File: config.mk
export PLATFORM = sky130hd
export DESIGN_NAME = multi_sync_edge
export DESIGN_NICKNAME = d
export VERILOG_FILES = /design/src/rtl/multi_sync_pkg.sv /design/src/rtl/sync_filt_ch.sv /design/src/rtl/multi_sync_edge.sv
export SDC_FILE = /design/constraint.sdc
export NUM_CORES = 1
export LEC_CHECK = 0
export ABC_AREA = 1
export CORE_ASPECT_RATIO = 1.1
export CORE_MARGIN = 8
export CORE_UTILIZATION = 47
export DETAILED_ROUTE_END_ITERATION = 6
export PLACE_DENSITY = 0.77
export SETUP_SLACK_MARGIN = 0.3
export SYNTH_ARGS = -nofsm -noshare
export SYNTH_HDL_FRONTEND = slang
export SYNTH_SLANG_ARGS = --single-unit
File: constraint.sdc
create_clock -name clk -period 1.42 [get_ports clk]
set_input_delay 0.142 -clock clk [delete_from_list [all_inputs] [get_ports clk]]
set_output_delay 0.142 -clock clk [all_outputs]
set_load 0.01 [all_outputs]
File: src/rtl/multi_sync_pkg.sv
// Shared edge-mode encodings and sizing helpers for the multi-channel input conditioner.
package multi_sync_pkg;

  localparam logic [1:0] EDGE_OFF  = 2'b00;
  localparam logic [1:0] EDGE_RISE = 2'b01;
  localparam logic [1:0] EDGE_FALL = 2'b10;
  localparam logic [1:0] EDGE_BOTH = 2'b11;

  // The counter must hold FILT_CYC-1; one bit minimum keeps FILT_CYC=1 legal.
  function automatic int cntWidth(input int filtCyc);
    return (filtCyc < 1) ? 1 : $clog2(filtCyc + 1);
  endfunction

  function automatic logic edgeHit(input logic [1:0] mode, input logic newLevel);
    logic hit;
    hit = 1'b0;
    case (mode)
      EDGE_RISE: hit = newLevel;
      EDGE_FALL: hit = !newLevel;
      EDGE_BOTH: hit = 1'b1;
      default:   hit = 1'b0;
    endcase
    return hit;
  endfunction

endpackage

File: src/rtl/sync_filt_ch.sv
// One channel: synchronizer chain, stability filter, edge detector and sticky flag.
// Sticky flag flops exist only when MULTI_SYNC_STICKY_EN is defined.
module sync_filt_ch
  import multi_sync_pkg::*;
#(
  parameter int SYNC_STAGES = 2,
  parameter int FILT_CYC    = 4
) (
  input  logic       clk,
  input  logic       rst,
  input  logic       sig_i,
  input  logic [1:0] mode_i,
  input  logic       evt_clr_i,
  output logic       level_o,
  output logic       pulse_o,
  output logic       evt_o
);

  localparam int CW = cntWidth(FILT_CYC);

  logic [SYNC_STAGES-1:0] sync_q;
  logic [CW-1:0]          cnt_q, cnt_d;
  logic                   level_q, level_d;
  logic                   pulse_q, pulse_d;
  logic                   syncS;

  assign syncS = sync_q[SYNC_STAGES-1];

  always_ff @(posedge clk) begin
    if (rst) begin
      sync_q <= '0;
    end else begin
      sync_q <= {sync_q[SYNC_STAGES-2:0], sig_i};
    end
  end

  // The level only moves after FILT_CYC consecutive disagreeing samples; any agreement restarts the count.
  always_comb begin
    cnt_d   = cnt_q;
    level_d = level_q;
    pulse_d = 1'b0;
    if (syncS == level_q) begin
      cnt_d = '0;
    end else if (cnt_q == CW'(FILT_CYC - 1)) begin
      level_d = syncS;
      cnt_d   = '0;
      pulse_d = edgeHit(mode_i, syncS);
    end else begin
      cnt_d = cnt_q + CW'(1);
    end
  end

  always_ff @(posedge clk) begin
    if (rst) begin
      cnt_q   <= '0;
      level_q <= 1'b0;
      pulse_q <= 1'b0;
    end else begin
      cnt_q   <= cnt_d;
      level_q <= level_d;
      pulse_q <= pulse_d;
    end
  end

  assign level_o = level_q;
  assign pulse_o = pulse_q;

`ifdef MULTI_SYNC_STICKY_EN
  logic evt_q, evt_d;

  // A pulse visible this cycle outranks a simultaneous clear.
  always_comb begin
    evt_d = evt_q;
    if (pulse_q) begin
      evt_d = 1'b1;
    end else if (evt_clr_i) begin
      evt_d = 1'b0;
    end
  end

  always_ff @(posedge clk) begin
    if (rst) begin
      evt_q <= 1'b0;
    end else begin
      evt_q <= evt_d;
    end
  end

  assign evt_o = evt_q;
`else
  logic unusedClr;
  assign unusedClr = evt_clr_i;
  assign evt_o     = 1'b0;
`endif

endmodule

File: src/rtl/multi_sync_edge.sv
// Multi-channel conditioner for asynchronous single-bit inputs: CH independent sync/filter/edge channels.
// Define MULTI_SYNC_STICKY_EN to build the per-channel sticky event flags.
module multi_sync_edge
  import multi_sync_pkg::*;
#(
  parameter int CH          = 4,
  parameter int SYNC_STAGES = 2,
  parameter int FILT_CYC    = 4
) (
  input  logic            clk,
  input  logic            rst,
  input  logic [CH-1:0]   sig_i,
  input  logic [2*CH-1:0] mode_i,
  input  logic [CH-1:0]   evt_clr_i,
  output logic [CH-1:0]   level_o,
  output logic [CH-1:0]   pulse_o,
  output logic [CH-1:0]   evt_o
);

  if (CH < 1) begin : gen_bad_ch
    $fatal(1, "multi_sync_edge: CH must be >= 1");
  end
  if (SYNC_STAGES < 2) begin : gen_bad_sync
    $fatal(1, "multi_sync_edge: SYNC_STAGES must be >= 2");
  end
  if (FILT_CYC < 1) begin : gen_bad_filt
    $fatal(1, "multi_sync_edge: FILT_CYC must be >= 1");
  end

  for (genvar i = 0; i < CH; i++) begin : gen_ch
    sync_filt_ch #(
      .SYNC_STAGES(SYNC_STAGES),
      .FILT_CYC   (FILT_CYC)
    ) u_ch (
      .clk      (clk),
      .rst      (rst),
      .sig_i    (sig_i[i]),
      .mode_i   (mode_i[2*i +: 2]),
      .evt_clr_i(evt_clr_i[i]),
      .level_o  (level_o[i]),
      .pulse_o  (pulse_o[i]),
      .evt_o    (evt_o[i])
    );
  end

endmodule

==> reports/results.tsv, run 1 <==
metric	value	unit
status	complete, no violations	
timing.final.ws_setup	0.325	ns
yosysWarnings	0	
grt_pass1_wl	3.27	mm
critPathArrivalTime	1.36	ns
wl_per_cell	10.3	um
endpoint_kind	flip-flop	
num_vias	878	
rows	19	
layout_commonest_cell	inv_1	
slew_violations	0	
path_clk_slew	0.15	ns
cts_max_path_buffers	2	
period_share	77.1	%
swShare	21.8	%
fin_nets	196	
n_antenna_cell	0	
ys_seq_area_share	47.4	%
antenna_found_initial	0	
dp_slack	0.131	ns
drive_gt1_share	20.1	%
p_per_area	887	nW/um^2
period_minus_slack	1.10	ns
pwr-share-comb	7.9	%
coreArea	2450	um^2
drt_pass1_iterations	4	
syn_to_final_growth	23.4	%
design.portCount	30	
final_cell_mix	inv_1, nand2_1, nor2_1, dfxtp_1, clkdlybuf4s50_1	
initial_utilization	48.3	%
htree_levels	1	
routabilityCongestion	0.685	
drtIter0Drc	14	
grt_max_degree	16	
grt_pass1_vias	832	
synthAdderAreaFrac	8.47	%
ys_seq_elements	28	
cts_hold_buf	0	
dp_hpwl	1.53	mm
synth_xor_area_share	0	%
p_sw	282	uW
grt_usage	9.50	%
hp-class	in2reg	
drc	0	
final.setup.tns	0	ns
maxCapViolations	0	
ys_types	13	
antenna_left	0	
slowest_stage	dfxtp_2	
grt_remaining_overflow	0	
clockRootBuffer	clkbuf_4	
yosysTopAreaCellShare	47.4	%
rsz0062_at_grt	yes	
synthTopCellsByArea	dfxtp_1, inv_1, nor2_1	
avgSynthCellArea	7.83	um^2
numCtsBuffers	3	
hold_violations	0	
synth_area	1180	um^2
clk_latency	0.33	ns
synthSimpleGateAreaFrac	24.2	%
synth_compound_area_share	0.847	%
cp-start-kind	flip-flop	
final_area	1460	um^2
crit_family	adder cells	
cts_sinks	28	
die_w	63.8	um
ff2ff_path_depth	5	
path_class	reg2reg	
vdd_drop_max	0.000657	V
pwr-share-clk	29.6	%
worstPathMaxFanout	3	
crit_required	1.68	ns
critical_path.cell_chain	ha_1, ha_2, nor2_2, nand3_2, nor2_1	
finalWirelength	2.05	mm
path_buf_inv	0	
placedInstanceArea	1360	um^2
die-area	4380	um^2
synth_top_family_by_area	simple AND/OR/NAND/NOR gates	
cp_num_cells	5	
hold-worst-slack	0.309	ns
p_leak	0.673	nW
cts_tree	built	
io_buffer_count	21	
internal_power	1.01	mW
muxShareOfSynthArea	0	%
finalSetupViolCount	0	
synth_top_area_cell	dfxtp_1	
dieHeight	68.6	um
clock.fmax	913	MHz
synthCells	151	
pwr-share-seq	62.5	%
vias_per_cell	4.39	
slowest_delay	0.35	ns
min_path_cells	3	
clock_skew	0.0120	ns
-- layer usage --
layer / global-route usage, % / up-vias / share of wire (%) / wire [um]
li1: - / 462 / - / -
met2: 17.3 / 27 / 49 / 1000
met3: 3.72 / 7 / 7.2 / 148
met1: 8.56 / 382 / 41 / 840
met4: 7.24 / 0 / 2.9 / 60
met5: 0 / - / 0 / 0
-- cell usage after synthesis, drive strengths merged --
library cell,number
dfxtp,28
conb,1
ha,8
a21oi,1
nand2,26
inv,32
buf,13
o21ai,1
nand3,12
nor2,29
-- tightest hold or removal path, stage by stage --
cell and delay [ns]:
clkdlybuf4s50_1 0.40, inv_1 0.05, nor2_1 0.03
-- worst paths after layout --
path,start,to,slack [ns]
max,gen_ch[2].u_ch.cnt_q[0],gen_ch[2].u_ch.cnt_q[0],0.32
min,sig_i[1],gen_ch[1].u_ch.sync_q[0],0.31
max reg2reg,gen_ch[2].u_ch.cnt_q[0],gen_ch[2].u_ch.cnt_q[0],0.32
min reg2reg,gen_ch[3].u_ch.sync_q[0],gen_ch[3].u_ch.sync_q[1],0.40
-- cells by family after synthesis --
| group | after synthesis |
|---|---|
| other | 1 |
| flip-flops | 28 |
| AO/OA/AOI/OAI | 2 |
| adder cells (fa/ha/maj) | 8 |
| AND/OR/NAND/NOR | 67 |
| buffers and inverters | 45 |
-- state kept, by name, indices dropped and copies added (netlist names) --
register,cells
gen_ch.u_ch.level_o,4
gen_ch.u_ch.cnt_q,12
gen_ch.u_ch.sync_q,8
gen_ch.u_ch.pulse_o,4
-- area by class of cell --
| cell class | count | area [um^2] |
|---|---|---|
| inverters | 32 | 120 |
| well taps | 31 | 38.8 |
| multi-input cells | 81 | 479 |
| flip-flops and latches | 28 | 572 |
| clock buffers | 4 | 36.3 |
| fillers | 221 | 990 |
| repair buffers | 24 | 213 |
-- through the flow --
stage	total power, mW	std cells	util [%]
after floorplan	0.879	154	-
after global placement	0.914	195	55.4
after detailed placement	0.918	195	55.4
after CTS	1.29	199	58.0
after global routing	1.34	200	59.6
final	1.29	200	59.6
-- timing repair --
item                       in CTS  in global routing
pin swaps                       7                  5
resized for setup              25                 15
buffers inserted                0                  1
setup endpoints to repair      21                 17
-- power groups by stage --
stage	clock network (mW)	registers, mW	logic [mW]
finish	0.384	0.808	0.102
global route	0.415	0.811	0.116
CTS	0.392	0.808	0.0954
detailed placement	0	0.825	0.0936
global placement	0	0.824	0.0903
floorplan	0	0.823	0.0562
Power figures use the tool's default switching activity.
==> run 2: changes to the inputs <==
clock period = 1.1 ns   (was 1.42 ns; I/O delays follow)
==> reports/results.tsv, run 2 (synthesized netlist as in run 1, its figures left out) <==
metric	value	unit	change
status	complete, no violations		
largest_reg_flops	12		unchanged
grt_usage	10.4	%	+0.95 points
antenna_found_initial	0		unchanged
numCtsBuffers	3		unchanged
period_minus_slack	1.04	ns	-0.0602 ns
timing.final.ws_setup	0.0649	ns	-0.260 ns
largest_registers	gen_ch.u_ch.cnt_q x12, gen_ch.u_ch.sync_q x8		
cts_max_path_buffers	2		unchanged
rsz0062_at_grt	yes		
p_per_area	1110	nW/um^2	+25%
cts_sinks	28		unchanged
grt_pass1_vias	928		+12%
grt_pass1_wl	3.66	mm	+12%
n_antenna_cell	0		unchanged
coreArea	2450	um^2	unchanged
dp_hpwl	1.71	mm	+11%
antenna_left	0		unchanged
fin_nets	203		+3.6%
routabilityCongestion	0.721		+5.2%
hold_violations	0		unchanged
crit_required	1.38	ns	-0.30 ns
die_w	63.8	um	unchanged
fillers	215		-2.7%
path_clk_slew	0.15	ns	about the same
endpoint_kind	flip-flop		
clk_latency	0.33	ns	about the same
critPathArrivalTime	1.32	ns	-0.04 ns
die-area	4380	um^2	unchanged
finalWirelength	2.21	mm	+7.8%
finalSetupViolCount	0		unchanged
htree_levels	1		unchanged
slew_violations	0		unchanged
dieHeight	68.6	um	unchanged
initial_utilization	48.3	%	unchanged
path_class	reg2reg		
worstPathMaxFanout	3		unchanged
maxCapViolations	0		unchanged
final_cells	207		+3.5%
dp_cells	195		unchanged
hold-worst-slack	0.274	ns	-0.0352 ns
cp-start-kind	flip-flop		
period_share	94.1	%	+17 points
regMostFlops	gen_ch.u_ch.cnt_q		
drt_pass1_iterations	4		unchanged
design.portCount	30		unchanged
final_cell_mix	inv_1, nand2_1, nor2_1, dfxtp_2, dfxtp_1		
dp_slack	-0.107	ns	-0.238 ns
wl_per_cell	10.7	um	+4.2%
cts_hold_buf	0		unchanged
clock_skew	0.00842	ns	-0.00361 ns
final.setup.tns	0	ns	unchanged
hp-class	in2reg		
num_vias	925		+5.4%
vdd_drop_max	0.00104	V	+58%
vias_per_cell	4.47		+1.8%
io_buffer_count	21		unchanged
grt_max_degree	17		+1
syn_to_final_growth	40.8	%	
clockRootBuffer	clkbuf_4		
drc	0		unchanged
rows	19		unchanged
cts_tree	built		
layout_commonest_cell	inv_1		
grt_remaining_overflow	0		unchanged
finalPower	1.85	mW	+43%
p_leak	0.719	nW	+6.9%
drive_gt1_share	34.7	%	+15 points
drtIter0Drc	27		+13
clock.fmax	966	MHz	+5.8%
-- run 2: critical path, cell delays in order, from the launching register on --
cell     delay [ns]
dfxtp_2        0.36
ha_4           0.16
ha_4           0.17
nor2_4         0.11
nand3_4        0.09
nor2_1         0.10
-- run 2: path summary, 6_finish.rpt --
path	endpoint	from	depth (start not counted)	slack, ns
max	gen_ch[3].u_ch.cnt_q[2]	gen_ch[3].u_ch.cnt_q[0]	5	0.06
min	gen_ch[0].u_ch.sync_q[0]	sig_i[0]	3	0.27
max reg2reg	gen_ch[3].u_ch.cnt_q[2]	gen_ch[3].u_ch.cnt_q[0]	5	0.06
min reg2reg	gen_ch[0].u_ch.sync_q[1]	gen_ch[0].u_ch.sync_q[0]	2	0.41
-- run 2: where the power goes --
part	internal (mW)	total (mW)	switching (mW)
Sequential	1.03	1.04	0.0116
Combinational	0.0760	0.143	0.0665
Clock	0.369	0.666	0.297
-- run 2: what timing repair did --
action	4_1_cts	5_1_grt
resized for setup	42	11
pin swaps	7	4
buffers inserted	4	4
setup endpoints to repair	28	28
-- run 2: routing by layer --
| layer | vias to the layer above | track usage [%] | part of all wire, % |
|---|---|---|---|
| met5 | - | 0 | 0 |
| met4 | 0 | 5.01 | 1.7 |
| met3 | 5 | 4.20 | 8.1 |
| met2 | 24 | 21.2 | 54 |
| met1 | 421 | 8.71 | 36 |
| li1 | 475 | - | - |
-- run 2: per-stage QoR --
step	utilization, %	area, um^2
3_3_place_gp	61.6	1510
4_1_cts	65.5	1600
3_5_place_dp	61.6	1510
5_1_grt	68.0	1670
2_1_floorplan	-	1350
6_report	68.0	1670
-- run 2: area by class of cell --
cell class | count | area (um^2) | share of cell area (%)
clock inverter | 1 | 30.0 | 1.80
sequential | 28 | 578 | 34.7
clock buffer | 3 | 22.5 | 1.35
timing repair buffer | 31 | 290 | 17.4
tap | 31 | 38.8 | 2.33
multi-input combinational | 81 | 586 | 35.2
inverter | 32 | 120 | 7.21
==> run 3: changes to the inputs <==
CORE_UTILIZATION = 46   (was 47)
PLACE_DENSITY = 0.76   (was 0.77)
SYNTH_HIERARCHICAL = 1   (was unset)
==> reports/results.tsv, run 3 <==
metric	value	unit	change
synthCells	140		-7.3%
yosysWarnings	6		+6
dp_hpwl	1.49	mm	-13%
yosysTopAreaCellShare	49.8	%	+2.4 points
finalWirelength	2.04	mm	-7.6%
ys_types	13		unchanged
drc	0		unchanged
grt_max_degree	15		-2
avgSynthCellArea	8.04	um^2	+2.7%
r2r-end	gen_ch[3].u_ch/cnt_q[1]		
dp_cells	189		-3.1%
p_leak	0.647	nW	-10%
grt_remaining_overflow	0		unchanged
synth_top_area_cell	dfxtp_1		
cts_hold_buf	0		unchanged
cts_sinks	28		unchanged
ys_seq_area_share	49.8	%	+2.4 points
rows	19		unchanged
crit_required	1.35	ns	-0.03 ns
min_to	gen_ch[1].u_ch/sync_q[0]		
drtIter0Drc	26		-3.7%
period_minus_slack	0.981	ns	-0.0541 ns
design.portCount	30		unchanged
path_clk_slew	0.13	ns	-0.02 ns
drive_gt1_share	38.8	%	+4.1 points
synthTopCellsByArea	dfxtp_1, inv_1, ha_1		
die-area	4290	um^2	-2.0%
synth-edff-count	0		unchanged
grt_pass1_wl	3.62	mm	-1.3%
vias_per_cell	4.39		-1.7%
ff2ff_path_depth	5		unchanged
ys_seq_elements	28		unchanged
antenna_found_initial	0		unchanged
r2r_slack	0.12	ns	+0.05 ns
dieHeight	67.9	um	-1.0%
syn_to_final_growth	41.8	%	
vdd_drop_max	0.000720	V	-31%
final_cell_mix	inv_1, nor2_1, nand2_1, dfxtp_2, dfxtp_1		
min_path_cells	3		unchanged
largest_reg_flops	12		unchanged
synthTopCellsByCount	dfxtp_1, inv_1, nor2_1		
wl_per_cell	10.4	um	-2.4%
ys.flop_type	dfxtp_1		
routabilityCongestion	0.738		+2.4%
p_per_area	978	nW/um^2	-12%
worstPathMaxFanout	4		+1
endpoint_kind	flip-flop		
finalSetupViolCount	0		unchanged
critPathArrivalTime	1.23	ns	-0.09 ns
rsz0062_at_grt	yes		
synth.net_count	166		
fillers	207		-3.7%
grt_pass1_vias	842		-9.3%
fin_util	66.5	%	-1.5 points
grt_usage	10.4	%	-0.045 points
clock_skew	0.00105	ns	-0.00737 ns
drt_pass1_iterations	4		unchanged
num_vias	861		-6.9%
synth-async-reset-ratio	0	%	unchanged
clockRootBuffer	clkbuf_4		
clk_latency	0.31	ns	-0.02 ns
status	complete, no violations		
slew_violations	0		unchanged
min-delay-start	sig_i[1]		
htree_levels	1		unchanged
n_antenna_cell	0		unchanged
period_share	89.2	%	-4.9 points
path_class	reg2reg		
initial_utilization	46.9	%	-1.4 points
maxCapViolations	0		unchanged
final_cells	196		-5.3%
numCtsBuffers	3		unchanged
coreArea	2400	um^2	-1.9%
die_w	63.2	um	-1.0%
largest_registers	gen_ch.u_ch/cnt_q x12, gen_ch.u_ch/sync_q x8		
hp-class	in2reg		
synth_area	1130	um^2	-4.8%
cts_tree	built		
io_buffer_count	21		unchanged
cts_max_path_buffers	2		unchanged
hold_violations	0		unchanged
clock.fmax	1020	MHz	+5.5%
regToRegStartpoint	gen_ch[3].u_ch/cnt_q[0]		
regMostFlops	gen_ch.u_ch/cnt_q		
layout_commonest_cell	inv_1		
antenna_left	0		unchanged
fin_nets	193		-4.9%
cp-start-kind	flip-flop		
run 3: cell types whose count changed after synthesis, sizes merged:
cell,change
buf,-9
o21ai,+3
nand3,-8
nand4,+4
nand2,-2
nor2,-5
a21oi,+3
conb,+3
run 3: per-stage QoR:
step	hold slack [ns]	TNS, ns	total power, mW	instance area [um^2]	worst slack (ns)
2_1_floorplan	0.181	0	1.13	1240	0.196
3_3_place_gp	0.390	-0.0149	1.18	1460	-0.00581
3_5_place_dp	0.400	-0.124	1.18	1460	-0.0273
4_1_cts	0.290	0	1.58	1550	0.115
5_1_grt	0.306	0	1.65	1600	0.0798
6_report	0.299	0	1.56	1600	0.119
run 3: where the power goes:
| part | leakage [nW] | total [mW] | switching [mW] | internal (mW) |
|---|---|---|---|---|
| clock | 0.0138 | 0.387 | 0.259 | 0.128 |
| sequential | 0.235 | 1.05 | 0.0125 | 1.03 |
| combinational | 0.398 | 0.129 | 0.0617 | 0.0676 |
run 3: worst max-delay path: stages (launching register included):
cell     delay, ns
dfxtp_2       0.36
ha_4          0.16
ha_4          0.17
inv_4         0.06
nand4_4       0.08
nor2_1        0.10
run 3: metal layers:
| metal | wire [um] | track usage (%) | vias up |
|---|---|---|---|
| li1 | - | - | 456 |
| met1 | 834 | 10.5 | 381 |
| met2 | 1070 | 20.0 | 22 |
| met3 | 117 | 3.11 | 2 |
| met4 | 16 | 4.18 | 0 |
| met5 | 0 | 0 | - |
run 3: logic make-up (layout without fill, tap and decap cells):
family          after synthesis  after routing  share of synthesized area [%]
simple gates                 56             56                           23.1
buf+inv                      36             61                           13.3
flops                        28             28                           49.8
fa+ha+maj                     8              8                           8.89
compound gates                8              8                           3.56
other cells                   4              4                           1.33
run 3: cell type report:
type	count	area, um^2	share of cell area (%)
flip-flops and latches	28	578	36.2
well taps	31	38.8	2.43
inverters	32	125	7.84
multi-input cells	76	579	36.3
clock buffers	3	22.5	1.41
repair buffers	26	253	15.8
run 3: repair_timing:
item                                    CTS  global route
buffers inserted                          4             0
endpoints found under the setup margin   28            28
pin swaps                                12             6
gates resized for setup                  48            14
run 3: worst max path at each step:
stage	from	to	slack [ns]	cells after the start
after detailed placement	rst	gen_ch[3].u_ch/cnt_q[0]	-0.03	5
after global placement	rst	gen_ch[1].u_ch/cnt_q[0]	-0.006	5
final	gen_ch[3].u_ch/cnt_q[0]	gen_ch[3].u_ch/cnt_q[1]	0.12	5
after global routing	gen_ch[3].u_ch/cnt_q[0]	gen_ch[3].u_ch/cnt_q[0]	0.08	5
after floorplan	gen_ch[0].u_ch/cnt_q[0]	gen_ch[0].u_ch/cnt_q[0]	0.20	5
after CTS	gen_ch[3].u_ch/cnt_q[1]	gen_ch[3].u_ch/cnt_q[1]	0.12	5
